--- src/rtl/lane_serializer_pkg.sv ---
// Shared types and default widths for the word-to-lane serializer and the
// translate stage that feeds it.
package lane_serializer_pkg;

    typedef enum logic {
        IDLE = 1'b0,
        SEND = 1'b1
    } state_t;

    localparam int WORD_WIDTH_DEF = 128;
    localparam int LANE_WIDTH_DEF = 16;

    function automatic int lane_count(input int word_width, input int lane_width);
        return word_width / lane_width;
    endfunction

endpackage

--- src/rtl/lane_serializer.sv ---
// Replays each accepted WORD_WIDTH word as LANE_WIDTH lanes, MSB lane first.
// Define LANE_SERIALIZER_SKID_EN to add a one-word holding buffer (zero-bubble streaming).
module lane_serializer
    import lane_serializer_pkg::*;
#(
    parameter int WORD_WIDTH = WORD_WIDTH_DEF,
    parameter int LANE_WIDTH = LANE_WIDTH_DEF
) (
    input  logic                                         clk_in,
    input  logic                                         rst_in,
    input  logic [WORD_WIDTH-1:0]                        data_in,
    input  logic                                         valid_in,
    output logic                                         ready_out,
    output logic [LANE_WIDTH-1:0]                        data_out,
    output logic                                         valid_out,
    input  logic                                         ready_in,
    output logic                                         last_out,
    output logic [$clog2(WORD_WIDTH/LANE_WIDTH)-1:0]     lane_idx_out
);

    localparam int LANES = lane_count(WORD_WIDTH, LANE_WIDTH);
    localparam int IDX_W = $clog2(LANES);

    typedef logic [IDX_W-1:0] idx_t;

    localparam idx_t LAST_IDX = idx_t'(LANES - 1);

    if ((WORD_WIDTH % LANE_WIDTH) != 0 || LANES < 2) begin : g_width_check
        $error("lane_serializer: WORD_WIDTH must be an integer multiple (>=2) of LANE_WIDTH");
    end

    state_t                state_q, state_n;
    logic [WORD_WIDTH-1:0] word_q, word_n;
    idx_t                  idx_q, idx_n;

    logic                  valid_n, ready_n, last_n;
    logic [LANE_WIDTH-1:0] data_n;

    logic accept;
    logic out_hs;
    logic last_hs;

`ifdef LANE_SERIALIZER_SKID_EN
    logic                  buf_full_q, buf_full_n;
    logic [WORD_WIDTH-1:0] buf_word_q, buf_word_n;
`endif

    assign accept       = valid_in && ready_out;
    assign out_hs       = valid_out && ready_in;
    assign last_hs      = out_hs && (idx_q == LAST_IDX);
    assign lane_idx_out = idx_q;

    // NOTE: every variable written here gets a default first, so no path leaves
    // one unassigned and no latch is inferred.
    always_comb begin
        state_n = state_q;
        word_n  = word_q;
        idx_n   = idx_q;
`ifdef LANE_SERIALIZER_SKID_EN
        buf_full_n = buf_full_q;
        buf_word_n = buf_word_q;
`endif

        case (state_q)
            IDLE: begin
                if (accept) begin
                    word_n  = data_in;
                    idx_n   = '0;
                    state_n = SEND;
                end
            end

            SEND: begin
                if (last_hs) begin
`ifdef LANE_SERIALIZER_SKID_EN
                    // A parked word takes priority; ready_out is low while it is held.
                    if (buf_full_q) begin
                        word_n     = buf_word_q;
                        idx_n      = '0;
                        buf_full_n = 1'b0;
                    end else if (accept) begin
                        word_n = data_in;
                        idx_n  = '0;
                    end else begin
                        state_n = IDLE;
                    end
`else
                    state_n = IDLE;
`endif
                end else begin
                    if (out_hs) begin
                        idx_n = idx_q + idx_t'(1);
                    end
`ifdef LANE_SERIALIZER_SKID_EN
                    if (accept) begin
                        buf_word_n = data_in;
                        buf_full_n = 1'b1;
                    end
`endif
                end
            end

            default: state_n = IDLE;
        endcase

        valid_n = (state_n == SEND);
`ifdef LANE_SERIALIZER_SKID_EN
        ready_n = !buf_full_n;
`else
        ready_n = (state_n == IDLE);
`endif
        last_n = valid_n && (idx_n == LAST_IDX);
        data_n = valid_n ? word_n[WORD_WIDTH-1 - int'(idx_n)*LANE_WIDTH -: LANE_WIDTH] : '0;
    end

    // NOTE: state is updated with non-blocking assignments so every register
    // samples the values from before this edge.
    always_ff @(posedge clk_in) begin
        if (rst_in) begin
            state_q   <= IDLE;
            word_q    <= '0;
            idx_q     <= '0;
            valid_out <= 1'b0;
            ready_out <= 1'b0;
            last_out  <= 1'b0;
            data_out  <= '0;
        end else begin
            state_q   <= state_n;
            word_q    <= word_n;
            idx_q     <= idx_n;
            valid_out <= valid_n;
            ready_out <= ready_n;
            last_out  <= last_n;
            data_out  <= data_n;
        end
    end

`ifdef LANE_SERIALIZER_SKID_EN
    // The parked word is cleared too, so nothing from before a reset can reappear.
    always_ff @(posedge clk_in) begin
        if (rst_in) begin
            buf_full_q <= 1'b0;
            buf_word_q <= '0;
        end else begin
            buf_full_q <= buf_full_n;
            buf_word_q <= buf_word_n;
        end
    end
`endif

endmodule

--- config.mk ---
export PLATFORM = sky130hd
export DESIGN_NAME = lane_serializer
export DESIGN_NICKNAME = d
export VERILOG_FILES = /design/src/rtl/lane_serializer_pkg.sv /design/src/rtl/lane_serializer.sv
export SDC_FILE = /design/constraint.sdc
export NUM_CORES = 1
export LEC_CHECK = 0
export BUFFER_PORTS_ARGS = -buffer_cell sky130_fd_sc_hd__buf_4
export CAP_MARGIN = 20
export CORE_MARGIN = 1
export CORE_UTILIZATION = 25
export CTS_CLUSTER_SIZE = 30
export DETAILED_ROUTE_END_ITERATION = 16
export GPL_TIMING_DRIVEN = 0
export PLACE_DENSITY_LB_ADDON = 0.2
export SLEW_MARGIN = 25
export SYNTH_ARGS = -nofsm -noshare
export SYNTH_HDL_FRONTEND = slang
export SYNTH_SLANG_ARGS = --single-unit
--- constraint.sdc ---
create_clock -name clk_in -period 3 [get_ports clk_in]
set_clock_uncertainty 0.05 [all_clocks]
set_input_delay 0.6 -clock clk_in [delete_from_list [all_inputs] [get_ports clk_in]]
set_output_delay 0.6 -clock clk_in [all_outputs]
set_load 0.03 [all_outputs]
## Word-level counts from Yosys, hierarchy flattened

Index checks and enable logic that the tools add are counted.

- Flip-flop bits (word level): 150
- Word-level logic and storage cells: 27

- Shifts and indexed selects: 1
- Reductions and logical operators: 5
- $add $sub $neg: 2
- Eq/ne operators: 2
- Mux-type cells: 9
- Bitwise operators: 2

Operators by type and width:

| kind | number |
|---|---|
| $mux 128 | 2 |
| $shiftx 143x8->16 | 1 |
| $mux 3 | 3 |
| $sub 7x7->8 const A | 1 |
| $eq 3x3->1 const B | 2 |
| $pmux 3 s2 | 1 |
| $logic_and 1x1->1 | 4 |
| $add 3x1->3 const B | 1 |
| $mux 1 | 2 |
| $not 1->1 | 2 |
| $pmux 1 s2 | 1 |
| $reduce_or 2->1 | 1 |

## Depth between registers and ports, before layout

- Word-level depth: 6
- Depth in mapped cells: 10
- Mapped depth without buffers: 7

## Least setup slack after synthesis

Ideal clock, no wire load.

- Path type: reg2reg
- Start: register idx_q[1] (netlist: lane_idx_out[1])
- End: register data_out[4]
- Arrival time: 2.341 ns
- Setup slack: 0.475 ns
- Data required time: 2.816 ns
- Stages on the path, launching flop included: 9
- Cells stage by stage: dfxtp_1 > ha_1 > ha_1 > nand2b_1 > buf_6 > mux2_4 > o21ai_2 > nor4_1 > or4_1

- Cells in the longest elaborated chain, start to end: 6
- Elaborated cells on any way between the ends: 13

Ends and longest elaborated chain:

| item | RTL line | text |
|---|---|---|
| start, declared | lane_serializer.sv:34 | `idx_t idx_q, idx_n;` |
| start signal, assigned | lane_serializer.sv:130 | `idx_q <= idx_n;` |
| $add 3x1->3 / $eq 3x3->1 (equally long branches) | lane_serializer.sv:92, lane_serializer.sv:50 |  |
| $mux 3 / $logic_and 1x1->1 (equally long branches) | lane_serializer.sv:91, lane_serializer.sv:50 |  |
| $mux 3 / $mux 1 (equally long branches) | lane_serializer.sv:74 | `if (last_hs) begin` |
| $pmux 3 s2 / $pmux 1 s2 (equally long branches) | lane_serializer.sv:64 | `case (state_q)` |
| $sub 7x7->8 / $not 1->1 (equally long branches) | -- |  |
| $shiftx 143x8->16 / $reduce_or 2->1 (equally long branches) | -- |  |
| end signal, assigned | lane_serializer.sv:134 | `data_out <= data_n;` |
| end, declared | lane_serializer.sv:14 | `output logic [LANE_WIDTH-1:0] data_out,` |

Parallel ways exist; a longest one is shown, timed or not.
A chain may end at the register's enable or synchronous reset.

## Final worst setup path

- Start: register idx_q[1] (netlist: lane_idx_out[1])
- End: register data_out[13]

The elaborated chain is that of the path after synthesis.

==> impl_metrics.tcl <==
set metrics [dict create \
    status "finished clean" \
    die-height_um 164 \
    clk_latency_ps 440 \
    synth_cells 832 \
    hp-class "input pin to register" \
    finalHoldViolCount 0 \
    critPathLaunchType "register" \
    drc 0 \
    synth_top_area_share 0.460 \
    worstPathBufferInverterCount 2 \
    grt_pass1_wl_um 37300 \
    final_common_cell "nand2_1" \
    viasPerCell 4.90 \
    synth_edf_count 0 \
    wl_per_cell_um 18.8 \
    grt_pass1_vias 6224 \
    pre_cts_ws_ps 74.1 \
    post-cts-setup-buffer-count 0 \
    tritoncts "built" \
    fin_area_um2 8720 \
    wirelength_um 25300 \
    hpwlAfterDp_um 19200 \
    cp.arrival_ps 3150 \
    peakVddDrop_uv 379 \
    crit_chain "ha_1, ha_1, nand2b_1, buf_6, xnor2_1, nand2_2, clkbuf_1, o221ai_1, nand4_1" \
    leakage_uw 0.00336 \
    cts_root_buf "clkbuf_16" \
    cts.clk_slew.worst_paths_ps 80 \
    ff2ff_path_depth 9 \
    worst_path_max_delay_cell "xnor2_1" \
    finalSetupViolations 0 \
    cts_buffers 17 \
    crit_path_end_kind "register" \
    final_cell_mix "nand2_1 (258), buf_4 (152), dfxtp_1 (150), a21oi_1 (132), nor2_1 (56)" \
    fp.dieArea_um2 26700 \
    io_pins 154 \
    grt.overflow.total 0 \
    yosysSeqAreaShare 0.460 \
    synth_cell_types 45 \
    diodes 0 \
    cp.required_ps 3220 \
    final.setup.tns_ps 0 \
    period_minus_slack_ps 2930 \
    async_reset_ff_frac 0 \
    crit_fanout 10 \
    htreeDepth 4 \
    drv_cap 0 \
    synth_area_leaders "dfxtp_1 (46%), nand2_1 (15%), a21oi_1 (10%), o221ai_1 (3.9%), nor2_1 (3.2%)" \
    synth_warnings 0 \
    drive_gt1_frac 0.227 \
    cts.sinks 150 \
    cpMostUsedCell "ha_1" \
    path_class "register to register" \
    drt_pre_antenna_iters 6 \
    grt_use_total 0.191 \
    relSlewSlack 0.530 \
    areaGrowthSynthToFinish_pct 33.6 \
    max_freq_mhz 342 \
    worst-path-stages 9 \
    rrSetupSlack_ps 70 \
    clock_path_buffers 2 \
    antenna_left 0 \
    syn_avg_cell_area_um2 7.84 \
    worst_slack_ps 72.8 \
    drtIter0Drc 520 \
    slowest_delay_ps 390 \
    rsz0062_at_grt "no" \
    synthesis.nets 966 \
    row_count 58 \
    die_w_um 164 \
    drv_slew 0 \
    num_vias 6602 \
    place_congestion 0.855 \
    hold_path_depth 3 \
    hold_start "data_in[58]" \
    placedCellCount 1314 \
    critical_path.top_delay_family "simple AND/OR/NAND/NOR gates" \
    final_nets 1137 \
    grt_max_degree 18 \
    utilization 0.343 \
    port_buffers 152 \
    core_area_um2 25400 \
    tightest_slew_ps 704 \
    initial_core_util 0.257 \
    power_density_nw_per_um2 590 \
    synth_area_um2 6520 \
    placed_area_um2 8080 \
    synth-main-ff-cell "dfxtp_1" \
    synth.ff_latch_count 150 \
    r2r_start "lane_idx_out[1]" \
    antenna_found_initial 0 \
    holdBufCountCts 0 \
    period_share 0.976 \
    synth_top_area_cell "dfxtp_1" \
    worstSetupStartpoint "lane_idx_out[1]" \
    fin_cells 1346 \
]
[power breakdown]
| group | leakage (uW) | switching (uW) | internal [uW] |
|---|---|---|---|
| logic | 0.00184 | 419 | 291 |
| registers | 0.00122 | 62.1 | 2090 |
| clock network | 0.000308 | 1000 | 1280 |
| total | 0.00336 | 1480 | 3660 |
[worst reg2reg max path, delay by kind of cell, from the launching register on]
kind / cells / cell delay, ps
buf+inv: 2 / 480
xor+xnor: 1 / 390
fa+ha+maj: 2 / 470
simple gates: 3 / 650
compound gates: 1 / 370
flops: 1 / 370
[Yosys cell counts, types with 2 or more instances]
cell	n
nand2_1	259
dfxtp_1	150
a21oi_1	132
nor2_1	56
clkbuf_1	38
o22ai_1	32
buf_2	29
o221ai_1	29
a2111o_1	14
nand4_1	14
o22a_1	14
or3_1	14
and2_1	4
buf_6	4
nand2b_1	4
nand3b_1	3
nor2b_1	3
a221oi_4	2
and4b_1	2
buf_1	2
ha_1	2
o21ai_0	2
[cells by family (layout without fill, tap and decap cells)]
| logic type | after synthesis | count (layout) | synth area share |
|---|---|---|---|
| compound gates | 238 | 238 | 0.243 |
| xor+xnor | 1 | 1 | 0.00134 |
| flops | 150 | 150 | 0.460 |
| simple gates | 364 | 364 | 0.232 |
| buf+inv | 74 | 258 | 0.0527 |
| fa+ha+maj | 2 | 2 | 0.00384 |
| mux | 3 | 3 | 0.00729 |
[metrics by stage]
stage / power, uW / hold WS, ps
after global placement: 2900 / 392
after floorplan: 2560 / 386
after detailed placement: 2900 / 398
final: 5140 / 354
after global routing: 5340 / 359
after CTS: 5170 / 338
[flip-flops by register name (all words and copies together), names as in the netlist]
signal	count
word_q	128
data_out	16
lane_idx_out	3
last_out	1
ready_out	1
state_q	1
[repair_timing]
action,in CTS,in global routing
setup endpoints to repair,0,3
resized for setup,0,3
hold endpoints to repair,0,0
[worst paths after layout]
kind	to
worst min register to register	word_q[69]
worst max register to register	data_out[13]
worst min-delay path	word_q[58]
worst max-delay path	data_out[13]
[routing by layer]
layer / vias to the layer above / track usage / share of wire
li1: 3258 / - / -
met2: 201 / 0.307 / 0.46
met1: 3125 / 0.263 / 0.47
met3: 18 / 0.0348 / 0.057
met4: 0 / 0.0400 / 0.0097
met5: - / 0 / 0
[layout make-up]
class / instances / area (um^2)
Clock inverter: 15 / 209
Fill cell: 2790 / 16700
Inverter: 1 / 3.75
Timing Repair Buffer: 152 / 1140
Buffer: 73 / 342
Clock buffer: 17 / 425
Tap cell: 330 / 413
Sequential cell: 150 / 3000
Multi-Input combinational cell: 608 / 3180
No activity file was read; power rests on OpenSTA's default activity.
